`src/rtl/riscv_soft_imm_encoder_pkg.sv`:
```
// Shared types and helpers for the immediate encoder: format codes,
// buffer entry layout and the sign-representability check.
package riscv_soft_imm_encoder_pkg;

    localparam int XPR_LEN = 32;

    // Immediate format selector codes, same encoding as the decode path.
    typedef enum logic [2:0] {
        IMM_I = 3'd0,
        IMM_S = 3'd1,
        IMM_B = 3'd2,
        IMM_U = 3'd3,
        IMM_J = 3'd4
    } imm_sel_e;

    // One buffered result: packed instruction plus its error flag.
    typedef struct packed {
        logic [31:0] inst;
        logic        err;
    } enc_entry_t;

    // True when bits [31:msb] of v are all copies of the sign bit, i.e. the
    // value survives truncation to an (msb+1)-bit signed field.
    function automatic logic fits_signed(input logic [XPR_LEN-1:0] v,
                                         input int unsigned        msb);
        logic ok;
        ok = 1'b1;
        for (int i = 0; i < XPR_LEN; i++) begin
            if (i >= int'(msb) && v[i] != v[XPR_LEN-1]) begin
                ok = 1'b0;
            end
        end
        return ok;
    endfunction

endpackage

```
`src/rtl/riscv_soft_imm_pack.sv`:
```
// Combinational immediate packer: scatters imm into the I/S/B/U/J bit
// positions of base_inst and flags immediates the format cannot hold.
module riscv_soft_imm_pack
    import riscv_soft_imm_encoder_pkg::*;
(
    input  logic [2:0]         imm_sel,
    input  logic [XPR_LEN-1:0] imm,
    input  logic [31:0]        base_inst,
    output logic [31:0]        inst,
    output logic               err
);

    // Overwrite only the immediate fields of the selected format.
    always_comb begin
        // NOTE: every output gets a default first so no path through the case leaves a latch.
        inst = base_inst;
        err  = 1'b0;
        case (imm_sel_e'(imm_sel))
            IMM_I: begin
                inst[31:20] = imm[11:0];
                err         = !fits_signed(imm, 11);
            end
            IMM_S: begin
                inst[31:25] = imm[11:5];
                inst[11:7]  = imm[4:0];
                err         = !fits_signed(imm, 11);
            end
            IMM_B: begin
                inst[31]    = imm[12];
                inst[30:25] = imm[10:5];
                inst[11:8]  = imm[4:1];
                inst[7]     = imm[11];
                err         = imm[0] || !fits_signed(imm, 12);
            end
            IMM_U: begin
                inst[31:12] = imm[31:12];
                err         = |imm[11:0];
            end
            IMM_J: begin
                inst[31]    = imm[20];
                inst[30:21] = imm[10:1];
                inst[20]    = imm[11];
                inst[19:12] = imm[19:12];
                err         = imm[0] || !fits_signed(imm, 20);
            end
            default: begin
                err = 1'b1;
            end
        endcase
    end

endmodule

```
`src/rtl/riscv_soft_imm_encoder.sv`:
```
// Immediate encoder top: packs requests through riscv_soft_imm_pack into a
// 2-entry FIFO with valid/ready on both sides and a saturating error count.
module riscv_soft_imm_encoder
    import riscv_soft_imm_encoder_pkg::*;
#(
    parameter int XPR_LEN   = 32,
    parameter int ERR_CNT_W = 8
) (
    input  logic                 clk,
    input  logic                 reset_n,
    input  logic                 in_valid,
    output logic                 in_ready,
    input  logic [2:0]           in_imm_sel,
    input  logic [XPR_LEN-1:0]   in_imm,
    input  logic [31:0]          in_base_inst,
    output logic                 out_valid,
    input  logic                 out_ready,
    output logic [31:0]          out_inst,
    output logic                 out_err,
    output logic [ERR_CNT_W-1:0] err_count
);

    enc_entry_t pack_entry;
    enc_entry_t mem [2];
    logic       wr_ptr;
    logic       rd_ptr;
    logic [1:0] count;
    logic       live;
    logic       push;
    logic       pop;

    riscv_soft_imm_pack u_pack (
        .imm_sel   (in_imm_sel),
        .imm       (in_imm),
        .base_inst (in_base_inst),
        .inst      (pack_entry.inst),
        .err       (pack_entry.err)
    );

    // Ready depends only on registered state, never on out_ready.
    assign in_ready  = live && (count < 2'd2);
    assign out_valid = (count != 2'd0);
    assign out_inst  = mem[rd_ptr].inst;
    assign out_err   = mem[rd_ptr].err;
    assign push      = in_valid && in_ready;
    assign pop       = out_valid && out_ready;

    // FIFO storage, pointers, occupancy and the error counter.
    always_ff @(posedge clk) begin
        if (!reset_n) begin
            // NOTE: the two entries are reset so out_inst/out_err read zero out of reset.
            for (int i = 0; i < 2; i++) begin
                mem[i] <= '0;
            end
            wr_ptr    <= 1'b0;
            rd_ptr    <= 1'b0;
            count     <= 2'd0;
            live      <= 1'b0;
            err_count <= '0;
        end else begin
            // NOTE: state is updated with non-blocking assignments so all flops see pre-edge values.
            live <= 1'b1;
            if (push) begin
                mem[wr_ptr] <= pack_entry;
                wr_ptr      <= ~wr_ptr;
                if (pack_entry.err && (err_count != '1)) begin
                    err_count <= err_count + 1'b1;
                end
            end
            if (pop) begin
                rd_ptr <= ~rd_ptr;
            end
            case ({push, pop})
                2'b10:   count <= count + 2'd1;
                2'b01:   count <= count - 2'd1;
                default: count <= count;
            endcase
        end
    end

endmodule

```
`config.mk`:
```
export PLATFORM = sky130hd
export DESIGN_NAME = riscv_soft_imm_encoder
export DESIGN_NICKNAME = d
export VERILOG_FILES = /design/src/rtl/riscv_soft_imm_encoder_pkg.sv /design/src/rtl/riscv_soft_imm_pack.sv /design/src/rtl/riscv_soft_imm_encoder.sv
export SDC_FILE = /design/constraint.sdc
export NUM_CORES = 1
export LEC_CHECK = 0
export CAP_MARGIN = 40
export CORE_ASPECT_RATIO = 0.9
export CORE_UTILIZATION = 52
export CTS_BUF_LIST = sky130_fd_sc_hd__clkbuf_16
export CTS_CLUSTER_DIAMETER = 40
export DETAILED_ROUTE_END_ITERATION = 10
export PLACE_DENSITY = 0.83
export REMOVE_ABC_BUFFERS = 1
export SYNTH_ARGS = -nofsm -noshare
export SYNTH_HDL_FRONTEND = slang
export SYNTH_SLANG_ARGS = --single-unit
```
`constraint.sdc`:
```
create_clock -name clk -period 11.25 [get_ports clk]
set_input_delay 1.6875 -clock clk [delete_from_list [all_inputs] [get_ports clk]]
set_output_delay 1.6875 -clock clk [all_outputs]
set_load 0.05 [all_outputs]
```
* Word level (Yosys, flattened, before mapping)
Memory sizes are Yosys's and may differ from the RTL's. A register that Yosys moved wholly into a read port is not among the register bits.
Index checks and enable logic that the tools add are counted.
** Operators by class
- Reduce and logical (&&, ||, !) cells :: 18
- Multiplexer cells :: 70
- Eq/ne operators :: 27
- Bitwise gates (word level) :: 2
- Magnitude comparators :: 1
- Add/subtract/negate cells :: 3
** Operators with widths (number)
- $mux W1 :: 63
- $mux W33 :: 1
- $reduce_or A33 Y1 :: 1
- $pmux W7 S4 :: 1
- $ne A1 B1 Y1 :: 20
- $pmux W5 S3 :: 1
- $reduce_or A12 Y1 :: 1
- $pmux W5 S2 :: 1
- $add A8 B1 Y8 const B :: 1
- $mux W8 :: 1
- $ne A8 B8 Y1 const B :: 1
- $eq A3 B2 Y1 const B :: 2
- $pmux W1 S5 :: 1
- $logic_and A1 B1 Y1 :: 4
- $logic_not A1 Y1 :: 4
- $pmux W2 S2 :: 1
- $reduce_bool A2 Y1 :: 2
- $reduce_or A2 Y1 :: 2
- $eq A3 B1 Y1 const B :: 1
- $eq A3 B3 Y1 const B :: 1
- $logic_not A3 Y1 :: 1
- $add A2 B1 Y2 const B :: 1
- $eq A2 B1 Y1 const B :: 1
- $eq A2 B2 Y1 const B :: 1
- 5 further kinds :: 7
** Word-level totals
- Memories :: 1
- Flip-flop bits (word level) :: 13
- Output and inout bits :: 43
- Bits in writable memories :: 66
- Bits of input ports :: 71
- Logic and storage cells :: 127
** Memory list
- mem :: depth 2, width 33, read ports 1, clocked after memory_dff 1, wr ports 2, RTL line riscv_soft_imm_encoder.sv:24 : enc_entry_t mem [2];

* Depth between registers and ports, before layout
- Depth in word-level cells :: 26
- Gate-level depth with buffers :: 8
- Mapped depth without buffers :: 7

* Hierarchy
Synthesis repeated with hierarchy kept, for this count alone.
** Unflattened totals
- Cells, all modules :: 375
- Area total of the unflattened synthesis :: 4374.2 µm²
** Modules (own cells, without submodules)
- riscv_soft_imm_encoder :: instances 1, area an instance 3455.8 µm², cells each 245
- riscv_soft_imm_pack :: instances 1, area an instance 918.4 µm², cells each 130

* Worst setup path before layout
OpenSTA, ideal clock, no wires.
- Kind :: input to register
- Start :: input port in_valid
- End :: memory mem[0][0] (netlist name), enable pin
- Arrival time :: 4315 ps
- Data required time :: 10781 ps
- Path slack :: 6466 ps
- Stages on the path :: 3
- Setup time :: 469 ps
- Path buffers :: 0
- Cells stage by stage :: and2_1 inv_2 o21ai_0
** RTL lines
- start, declared :: RTL line riscv_soft_imm_encoder.sv:11 : input logic in_valid,
- end, declared :: RTL line riscv_soft_imm_encoder.sv:24

==> results.cfg <==
[global_routing]
overflow = 0
antenna_found_initial = 0
first_global_vias = 3318
grt_max_degree = 29
global_route_wire_length_before_repair_um = 16200
grt_usage_pct = 26.2

[place]
count_of_input_and_output_buffers = 113
post-dp-hpwl_um = 7510
dpl_cell_area_mm2 = 0.00540
gp_routability_congestion = 0.877

[power]
p_seq_share_pct = 36.3
power.share.switching_pct = 33.8
combinationalPowerShare_pct = 35.1
internal-power_mw = 0.659
power.static_leakage_nw = 2.10
p_clk_share_pct = 28.6
power.ir.vdd_worst_mv = 0.129
p_sw_mw = 0.337
pwr_density_cell_mw_per_mm2 = 175

[clock_tree]
tritoncts = done
worst_skew_pair.late_latency_ns = 0.33
cts_sinks = 80
cts_repair_resize_count = 0
ctsHtreeMaxLevel = 3
cts_root_buf = sky130_fd_sc_hd__clkbuf_16
cts-buffers-inserted = 9
postCtsSetupRepairBufs = 0
ctsHoldBuffers = 0
cts_max_path_buffers = 2
worst_setup_hold_path_clk_slew_ns = 0.06

[timing]
setup_total_negative_slack_ns = 0
slew_viol_final = 0
final.setup_skew_ns = 0.00596
finalCritPeriodShare_pct = 38.6
setup_viol = 0
rsz_0062_raised_after_global_routing = no
period_minus_slack_ns = 4.34
timing_hold_violations_final = 0
maxSlewHeadroom_pct = 41.0
max_freq_mhz = 230
tightestPinTransition_ns = 0.882

[run]
max-cap-violations = 0

[synthesis]
yosys_most_used_dff = sky130_fd_sc_hd__edfxtp_1
ys.warnings.count = 0
syn-cell-area_mm2 = 0.00414
synth.avg_cell_area_um2 = 11.1
synth_edf_count = 66
yosysUniqueCellTypes = 45
synth.cells.most_frequent = sky130_fd_sc_hd__nor2_1, sky130_fd_sc_hd__edfxtp_1, sky130_fd_sc_hd__mux2_2
post_synth_main_area_contributors = sky130_fd_sc_hd__edfxtp_1, sky130_fd_sc_hd__mux2_2, sky130_fd_sc_hd__dfxtp_1
share_of_synthesized_area_occupied_by_flip_flops_and_latches_pct = 54.7
synthCells = 374
fraction_of_post_synthesis_cell_area_in_the_top_cell_type_by_area_pct = 47.9
asyncSetResetFlopFracSynth_pct = 0
synthesis_stage_register_bit_count = 80
yosys.cell_count.top_type = sky130_fd_sc_hd__nor2_1
synth_area_leader_cell = sky130_fd_sc_hd__edfxtp_1

[critical_path]
timing.critical_path.slowest_cell_delay_ns = 1.03
worst-setup-path-type = input pin to flip-flop
regToRegSetupSlack_ns = 9.13
timing.reg2reg.worst_path_depth = 5
critPathSlowestCell = sky130_fd_sc_hd__clkdlybuf4s50_1
crit_start = in_imm_sel[1]
worstPathRequired_ns = 11.33
crit-reg2reg-capture = mem[1][11]
rr_startpoint = count[1]
worstPathCellList = clkdlybuf4s50_1, nor2b_1, a21oi_1, buf_4, mux2i_1, nor2_1
critPathCapture = mem[0][17]
worstSetupEndpointType = flip-flop
arr_time_crit_path_ns = 4.42
critical_path_peak_fanout = 25
worstSetupStartpointType = input pin

[floorplanning]
starting_density_of_the_core_pct = 54.3
core-area_mm2 = 0.00762
floorplan.die.height_um = 86.6
dieArea_mm2 = 0.00832
placement_rows = 30
die_width_um = 96.0
pin_count = 114

[cells_and_area]
area_growth_pct = 37.5
design.final.nets = 557
layout.cell_area.non_filler_mm2 = 0.00569
post_route_cells_drive_above_1_share_pct = 13.7
antenna-diode-count = 0

[detailed_routing]
avgViaCountPerCell = 5.75
drc_violations_left = 0
firstDrtPassIters = 7
route.antenna.remaining_nets = 0
routed_wire_length_per_instance_um = 17.7
iteration_0_drc_markers = 310
totalWireLength_um = 10300
num_vias = 3366

[min_path]
timing.hold.worst.start = count[1]
hp-class = flip-flop to flip-flop

[outcome]
outcome = finished, final reports clean
-- registers in the layout, indices dropped and copies added (netlist names), named ones only --
register   count
mem           66
err_count      8
rd_ptr         1
wr_ptr         1
live           1
count          2
-- cells in the final DEF, fill, tap and decap left out, types with 3 or more instances in the layout --
cell type / synthesis / final
sky130_fd_sc_hd__clkdlybuf4s50_1: 0 / 113
sky130_fd_sc_hd__a31oi_1: 7 / 7
sky130_fd_sc_hd__a21oi_1: 14 / 14
sky130_fd_sc_hd__nor3_1: 6 / 6
sky130_fd_sc_hd__nand3_1: 6 / 6
sky130_fd_sc_hd__clkbuf_16: 0 / 9
sky130_fd_sc_hd__o21ai_1: 4 / 4
sky130_fd_sc_hd__inv_1: 2 / 3
sky130_fd_sc_hd__edfxtp_1: 66 / 66
sky130_fd_sc_hd__o21ai_0: 14 / 13
sky130_fd_sc_hd__xnor2_1: 4 / 4
sky130_fd_sc_hd__nand2_1: 11 / 11
sky130_fd_sc_hd__buf_4: 0 / 4
sky130_fd_sc_hd__and2_1: 20 / 20
sky130_fd_sc_hd__nor4_1: 5 / 5
sky130_fd_sc_hd__or2_2: 3 / 3
sky130_fd_sc_hd__dfxtp_1: 14 / 14
sky130_fd_sc_hd__and3_1: 4 / 4
sky130_fd_sc_hd__a22o_1: 12 / 12
sky130_fd_sc_hd__nand4_1: 5 / 5
sky130_fd_sc_hd__nor2_1: 71 / 71
sky130_fd_sc_hd__mux2i_1: 14 / 14
sky130_fd_sc_hd__mux2_2: 38 / 38
sky130_fd_sc_hd__or3_1: 7 / 7
-- critical path, delay by kind of cell --
family / cells / cell delay (ns)
buf+inv: 2 / 1.30
simple gates: 2 / 0.87
compound gates: 1 / 0.31
mux: 1 / 0.24
-- per-stage QoR --
stage	cells	setup slack (ns)	util [%]	hold slack (ns)	power, mW
3_5_place_dp	569	6.69	70.9	0.497	0.718
3_3_place_gp	565	6.65	70.0	0.482	0.710
5_1_grt	585	6.65	74.7	0.529	1.03
2_1_floorplan	353	6.47	-	0.467	0.591
6_report	585	6.91	74.7	0.518	0.996
4_1_cts	585	6.97	74.7	0.509	1.00
-- area by class of cell --
| class | count | area [um^2] |
|---|---|---|
| multi-input combinational | 270 | 1790 |
| sequential | 80 | 2260 |
| clock buffer | 9 | 225 |
| tap | 96 | 120 |
| clock inverter | 7 | 62.6 |
| timing repair buffer | 120 | 1220 |
| fill | 552 | 1930 |
| inverter | 3 | 11.3 |
-- how the worst min path moves through the flow --
stage / end / slack (ns) / depth (start not counted)
3_5_place_dp: err_count[6] / 0.50 / 2
3_3_place_gp: count[1] / 0.48 / 2
4_1_cts: err_count[6] / 0.51 / 2
5_1_grt: err_count[6] / 0.53 / 2
2_1_floorplan: count[1] / 0.47 / 2
6_report: count[1] / 0.52 / 2
-- metal layers --
layer	global-route usage (%)	wire length (um)	up-vias
met1	31.8	4200	1606
met4	8.28	111	0
met3	7.54	748	16
met5	0	0	-
li1	-	-	1609
met2	44.9	5270	135
-- logic make-up (layout without fill, tap and decap cells) --
group | Yosys count | after routing | synth area share (%)
fa+ha+maj | 2 | 2 | 0.604
simple gates | 149 | 149 | 17.9
buf+inv | 24 | 139 | 2.36
xor+xnor | 5 | 5 | 1.06
flops | 80 | 80 | 54.7
compound gates | 62 | 62 | 9.73
mux | 52 | 52 | 13.7
-- power by group through the flow --
stage / Clock, mW / Combinational (mW) / Sequential [mW]
after floorplan: 0 / 0.216 / 0.375
after global placement: 0 / 0.343 / 0.367
after detailed placement: 0 / 0.350 / 0.368
after CTS: 0.287 / 0.352 / 0.362
after global routing: 0.299 / 0.369 / 0.364
final: 0.285 / 0.350 / 0.361
Power figures use the tool's default switching activity.
